[src/rtl/counter_ctrl.sv]
// Command sequencer for a 4-bit loadable up-counter: accepts HOLD/LOAD/STEP/LOAD_STEP
// commands, drives load/count/din, tallies wraps. Optional abort via COUNTER_CTRL_ABORT_EN.
module counter_ctrl #(
  parameter int WIDTH  = 4,
  parameter int STEP_W = 8
) (
  input  logic              clk,
  input  logic              clear,
  input  logic              cmd_valid,
  output logic              cmd_ready,
  input  logic [1:0]        cmd_op,
  input  logic [WIDTH-1:0]  cmd_data,
  input  logic [STEP_W-1:0] cmd_steps,
  output logic              cnt_load,
  output logic              cnt_count,
  output logic [WIDTH-1:0]  cnt_din,
  input  logic [WIDTH-1:0]  cnt_value,
  input  logic              cnt_carry,
  output logic              busy,
  output logic              done,
  output logic [3:0]        wrap_cnt
`ifdef COUNTER_CTRL_ABORT_EN
  ,
  input  logic              abort,
  output logic              aborted
`endif
);

  typedef enum logic [1:0] {IDLE, LOAD, RUN, DONE} state_t;

  localparam logic [1:0]        OP_HOLD      = 2'b00;
  localparam logic [1:0]        OP_LOAD      = 2'b01;
  localparam logic [1:0]        OP_STEP      = 2'b10;
  localparam logic [1:0]        OP_LOAD_STEP = 2'b11;
  localparam logic [STEP_W-1:0] STEP_ONE     = STEP_W'(1);
  localparam logic [STEP_W-1:0] STEP_ZERO    = '0;

  state_t            state;
  state_t            state_next;
  logic [1:0]        op_q;
  logic [STEP_W-1:0] steps_q;
  logic              accept;
  logic              abort_hit;

  // The counter reports its value only for observability; control uses c_out alone.
  logic unused_value;
  assign unused_value = ^cnt_value;

`ifdef COUNTER_CTRL_ABORT_EN
  logic aborted_q;
  assign abort_hit = abort & ((state == LOAD) | (state == RUN));
  assign aborted   = (state == DONE) & aborted_q;
`else
  assign abort_hit = 1'b0;
`endif

  assign cmd_ready = (state == IDLE) & ~clear;
  assign accept    = cmd_valid & cmd_ready;
  assign busy      = (state != IDLE);
  assign done      = (state == DONE);
  assign cnt_load  = (state == LOAD) & ~abort_hit;
  assign cnt_count = (state == RUN) & ~abort_hit;

  always_comb begin
    state_next = state;
    case (state)
      IDLE: begin
        if (accept) begin
          case (cmd_op)
            OP_HOLD:      state_next = DONE;
            OP_LOAD:      state_next = LOAD;
            OP_LOAD_STEP: state_next = LOAD;
            OP_STEP:      state_next = (cmd_steps != STEP_ZERO) ? RUN : DONE;
            default:      state_next = DONE;
          endcase
        end
      end
      LOAD: begin
        if (!abort_hit && op_q == OP_LOAD_STEP && steps_q != STEP_ZERO)
          state_next = RUN;
        else
          state_next = DONE;
      end
      RUN: begin
        if (abort_hit || steps_q == STEP_ONE)
          state_next = DONE;
      end
      DONE:    state_next = IDLE;
      default: state_next = IDLE;
    endcase
  end

  // A carry seen while counting means the counter wraps to zero on this edge.
  always_ff @(posedge clk) begin
    if (clear) begin
      state    <= IDLE;
      op_q     <= OP_HOLD;
      steps_q  <= STEP_ZERO;
      cnt_din  <= '0;
      wrap_cnt <= 4'd0;
`ifdef COUNTER_CTRL_ABORT_EN
      aborted_q <= 1'b0;
`endif
    end else begin
      state <= state_next;
      if (accept) begin
        op_q     <= cmd_op;
        steps_q  <= cmd_steps;
        wrap_cnt <= 4'd0;
        if (cmd_op[0])
          cnt_din <= cmd_data;
      end else if (state == RUN && !abort_hit) begin
        steps_q <= steps_q - STEP_ONE;
        if (cnt_carry && wrap_cnt != 4'hF)
          wrap_cnt <= wrap_cnt + 4'd1;
      end
`ifdef COUNTER_CTRL_ABORT_EN
      if (accept)
        aborted_q <= 1'b0;
      else if (abort_hit)
        aborted_q <= 1'b1;
`endif
    end
  end

endmodule

[config.mk]
export PLATFORM = sky130hd
export DESIGN_NAME = counter_ctrl
export DESIGN_NICKNAME = d
export VERILOG_FILES = /design/src/rtl/counter_ctrl.sv
export SDC_FILE = /design/constraint.sdc
export NUM_CORES = 1
export LEC_CHECK = 0
export ABC_AREA = 1
export ABC_CLOCK_PERIOD_IN_PS = 1500
export CAP_MARGIN = 10
export CORE_MARGIN = 5
export CORE_UTILIZATION = 45
export CTS_CLUSTER_DIAMETER = 100
export DETAILED_ROUTE_END_ITERATION = 10
export GPL_TIMING_DRIVEN = 0
export PLACE_DENSITY = 0.77
export SLEW_MARGIN = 25
export SYNTH_ARGS = -nofsm -noshare
export SYNTH_HDL_FRONTEND = slang
export SYNTH_SLANG_ARGS = --single-unit
[constraint.sdc]
create_clock -name clk -period 1.5 [get_ports clk]
set_input_delay 0.225 -clock clk [delete_from_list [all_inputs] [get_ports clk]]
set_output_delay 0.225 -clock clk [all_outputs]
set_load 0.02 [all_outputs]
Yosys cells after proc, flatten, opt, wreduce, memory -nomap -nowiden --
Index checks and enable logic that the tools add are counted.
Storage, ports and cells: register bits after elaboration 20, input bits 22, output and inout bits 13, logic and storage cells 42
Cells by class: add/sub/neg operators 2, equal/unequal tests 11, mux-type cells 8, bitwise operators 3, reduce and logical (&&, ||, !) cells 13
Operators by type and width (number):
- 8-bit two-way mux | 2
- 8-bit nonzero test | 2
- 2-bit equality test (second input constant) | 5
- 8-bit by 1-bit equality test with 1-bit output (second input constant) | 1
- 2-bit case mux with 4 select lines | 1
- 8-bit by 1-bit subtractor with 8-bit output (second input constant) | 1
- 2-bit case mux with 3 select lines | 1
- 2-bit AND reduction | 3
- 4-bit by 1-bit adder with 4-bit output (second input constant) | 1
- 2-bit by 1-bit equality test with 1-bit output (second input constant) | 2
- 2-bit zero test | 2
- 2-bit two-way mux | 2
- 4-bit != test (second input constant) | 1
- 2-bit nonzero test | 2
- 2-bit OR reduction | 2
- 1-bit bitwise AND | 2
- 1-bit logical AND | 2
- 1-bit two-way mux | 2
- 2-bit by 1-bit != test with 1-bit output (second input constant) | 1
- 2-bit != test (second input constant) | 1
- 1-bit NOT | 1

Logic depth before layout (Yosys ltp) --
word-level depth 5, mapped depth 11, mapped depth without buffers 10

Least setup slack after synthesis --
No wires, ideal clock.
path kind reg-to-reg, from register state[0], to register state[0], data arrival time 1467 ps, slack -34 ps, cell stages (with the launch flop) 12, cell sequence dfxtp_1 > inv_1 > ha_1 > inv_1 > nor2_4 > nand2_4 > buf_6 > nand2_1 > nand2_2 > nor2_2 > nand2_1 > a21oi_2
On the way: longest elaborated chain between the ends 5, elaborated cells between the ends (all ways) 10
RTL lines:
- from (decl) | RTL line 38 | state_t state;
- from (signal assigned) | RTL line 105 | state <= state_next;
- 2-bit zero test | RTL line 57 | assign cmd_ready = (state == IDLE) & ~clear;
- 1-bit bitwise AND | RTL line 57
- via cmd_ready | RTL line 10 | output logic cmd_ready,
- 1-bit bitwise AND | RTL line 58 | assign accept = cmd_valid & cmd_ready;
- 2-bit != test (no source line)
- 2-bit AND reduction (no source line)
The timed path passes the listed nets, and every way through them passes these cells. A chain may end at the register's enable or synchronous reset.

Worst setup path after layout --
from register state[0], to register state[0]
On the way: longest elaborated chain between the ends 5, elaborated cells between the ends (all ways) 10
RTL lines (RTL line):
- 2-bit zero test | 57, 66
- 1-bit bitwise AND | 57
- 1-bit bitwise AND | 58
- 2-bit != test (no source line)
- 2-bit AND reduction (no source line)
Several ways; a longest one is shown, not always the timed one.

==> flow_summary.yaml <==
outcome:
  status: "complete, no violations"
sta:
  period_needed_ns: 1.453
  rsz0062_at_grt: "true"
  fin_ws_ns: 0.04711
  setup_violations: 0
  fin_crit_sh_pct: 96.86
  drv_slew: 0
  worstMarginPinSlew_ns: 0.3892
  skew_ns: 0.008081
  relSlewSlack_pct: 74.05
  max_freq_mhz: 688.3
  hold_viol: 0
critical_path:
  slowest_stage: "dfxtp_4"
  critPathTopFamily: "simple AND/OR/NAND/NOR gates"
  crit_chain: "inv_6, ha_4, inv_2, nor2_4, nand2_4, buf_6, nand2_1, nand2_2, nor2_2, nand2_1, a21oi_2"
  rrSetupSlack_ns: 0.05
  r2r-end: "state[0]"
  worstReg2RegStart: "state[0]"
  crit_required_ns: 1.74
  crit_top_cell: "nand2_1"
  worst_setup_path_end_kind: "flop"
  reg2regPathDepth: 11
  setup.worst_path.start_class: "flop"
  cpPeakStageDelay_ns: 0.39
  cp_num_buf_inv: 3
  critPathKind: "reg2reg"
  worstPathMaxFanout: 9
  crit_arrival_ns: 1.70
placed_design:
  dpl.hpwl_mm: 2.230
  gp_congestion: 0.8676
  dp_cells: 222
  pre_cts_slack_ns: -0.1934
  io_buffer_count: 30
synthesis:
  synthCells: 162
  yosys.area.top_type_share_pct: 34.48
  avgSynthCellArea_sq_um: 7.167
  synth.area.top_cells: "dfxtp_1 (34%), nand2_1 (11%), ha_1 (8.6%)"
  post-synth-top-area-cell: "dfxtp_1"
  ys_warn_count: 0
  synth_cell_type_count: 28
  synth-seq-cells: 20
  synth.net_count: 192
  seq_area_frac_synth_pct: 34.48
  netlist_area_sq_um: 1161
routing:
  drtPass1Iterations: 4
  vias: 1175
  via_per_inst: 5.131
  wl_per_cell_um: 12.67
  drc: 0
  dr.first_iter.drc_count: 35
  ant_nets: 0
  wl_mm: 2.901
layout:
  fin_cells: 229
  areaGrowthSynthToFinish_pct: 37.61
  utilization_pct: 64.49
  layout.nets: 230
  drive_above_1_share_pct: 16.58
  n_antenna_cell: 0
pwr:
  p_comb_share_pct: 57.0
  pwr-share-clk_pct: 15.6
  p_switching_mw: 1.307
  peakVddDrop_mv: 1.353
  power.static_leakage_nw: 0.7836
  intPower_mw: 1.606
  switching_share_pct: 44.87
  seq_power_share_pct: 27.4
  p_per_area_nw_per_um2: 1823
worst_hold_path:
  hold_end: "op_q[0]"
  min_from: "op_q[0]"
  hold_depth: 2
  hp-class: "reg2reg"
clocking:
  clk_root_buffer_cell: "clkbuf_4"
  cts_tree: "done"
  cts_sinks: 20
  numCtsBuffers: 3
  cts_hold_buf: 0
  clkTransAtPathRegs_ns: 0.12
  clock_tree.buffer_depth: 2
  clkLatencyLatePin_ns: 0.31
  h-tree-depth: 1
grt:
  antenna_found_initial: 0
  grt_pass1_wl_mm: 4.588
  grt.total_usage_pct: 16.23
  grt_max_degree: 13
  grt_pass1_vias: 1118
  globalRoute.totalOverflow: 0
floorplanning:
  die_area_sq_um: 3696
  dieWidth_um: 60.80
  die_y_um: 60.80
  ios: 35
  initial_core_util_pct: 46.87
  core_area_sq_um: 2477
  fp-row-count: 18
run:
  drv_cap: 0
==> worst register-to-register path, delay by kind of cell (launching register included) <==
family / cells / cell delay (ns)
AO/OA/AOI/OAI: 1 / 0.11
adder cells (fa/ha/maj): 1 / 0.14
buffers and inverters: 3 / 0.25
AND/OR/NAND/NOR: 6 / 0.50
flip-flops: 1 / 0.39
==> per-layer routing <==
layer / wire length (um) / GRT usage [%] / up-vias
met5: 0 / 0 / -
met4: 38 / 2.786 / 0
met3: 163 / 4.681 / 6
met2: 1490 / 30.23 / 36
met1: 1209 / 18.46 / 536
li1: - / - / 597
==> per-stage QoR <==
stage | power (mW) | cell area [sq um] | TNS (ns) | hold WS [ns]
after global routing | 3.138 | 1598 | -0.07654 | 0.4820
after floorplan | 1.901 | 1164 | 0 | 0.3576
final | 2.913 | 1598 | 0 | 0.4564
after detailed placement | 2.358 | 1501 | -0.6316 | 0.4419
after CTS | 2.776 | 1546 | -0.08342 | 0.4602
after global placement | 2.292 | 1501 | -0.4261 | 0.4348
==> worst max-delay path by stage <==
stage | from | end | cells after the start
6_report | state[0] | state[0] | 11
5_1_grt | state[0] | state[0] | 11
4_1_cts | state[0] | cnt_count | 3
3_5_place_dp | clear | cmd_ready | 3
3_3_place_gp | clear | cmd_ready | 3
2_1_floorplan | state[0] | state[0] | 11
==> cell families (layout without fill, tap and decap cells) <==
kind of cell	after synthesis	in the layout	synth area share, %
buffers and inverters	29	66	10.45
adder cells (fa/ha/maj)	8	8	8.621
AND/OR/NAND/NOR	69	69	26.29
multiplexers	1	1	0.9698
XOR/XNOR	3	3	2.263
AO/OA/AOI/OAI	32	32	16.92
flip-flops	20	20	34.48
==> power groups by stage <==
stage          Sequential [mW]  Combinational (mW)  Clock (mW)
6_report                 0.797                1.66       0.455
5_1_grt                  0.819                1.84       0.483
4_1_cts                  0.772                1.55       0.453
3_5_place_dp             0.779                1.58           0
3_3_place_gp             0.772                1.52           0
2_1_floorplan            0.775                1.13           0
==> timing repair <==
| item | in CTS | in global routing |
|---|---|---|
| setup endpoints to repair | 16 | 23 |
| buffers inserted | 0 | 3 |
| gates resized for setup | 24 | 17 |
| pin swaps | 0 | 1 |
==> sequential cells by signal (all words and copies together) (netlist names) <==
| register | flops |
|---|---|
| steps_q | 8 |
| cnt_din | 4 |
| wrap_cnt | 4 |
| op_q | 2 |
| state | 2 |
==> cells in the final DEF, fill, tap and decap left out, types with 2 or more instances in the layout <==
master           count
clkdlybuf4s50_1     17
inv_2                3
dlygate4sd2_1        6
ha_1                 6
nand3_1             14
ha_4                 2
a31oi_1              3
dlymetal6s2s_1       2
clkbuf_4             3
o21ai_1              2
nand2_2              2
o211ai_1             2
xor2_1               2
buf_2                2
buf_6                2
a21oi_1             11
buf_4                3
dfxtp_1             18
nand2_1             32
clkbuf_2             2
nor2_2               2
o22ai_1              4
dfxtp_4              2
inv_1               22
o21ai_0              6
nor2_1              15
==> cell type report <==
cell class                 instances  area [sq um]
buffer                             2         20.02
sequential                        20         407.9
clock inverter                     1         30.03
clock buffer                       3         22.52
inverter                          27         108.9
fill                             241         879.6
multi-input combinational        113         669.4
tap                               30         37.54
timing repair buffer              33         301.5
==> cells in the mapped netlist <==
master	n
a21oi_1	11
a21oi_2	1
a22o_1	1
a31o_2	1
a31oi_1	3
buf_6	1
dfxtp_1	20
dlygate4sd1_1	1
ha_1	8
inv_1	25
inv_2	2
mux2_2	1
nand2_1	33
nand2_2	1
nand2_4	1
nand3_1	14
nand4_1	1
nor2_1	16
nor2_2	1
nor2_4	1
nor3_2	1
o211ai_1	2
o21ai_0	7
o21ai_1	1
o21ai_4	1
o22ai_1	4
xnor2_1	1
xor2_1	2
Power figures use the tool's default switching activity.
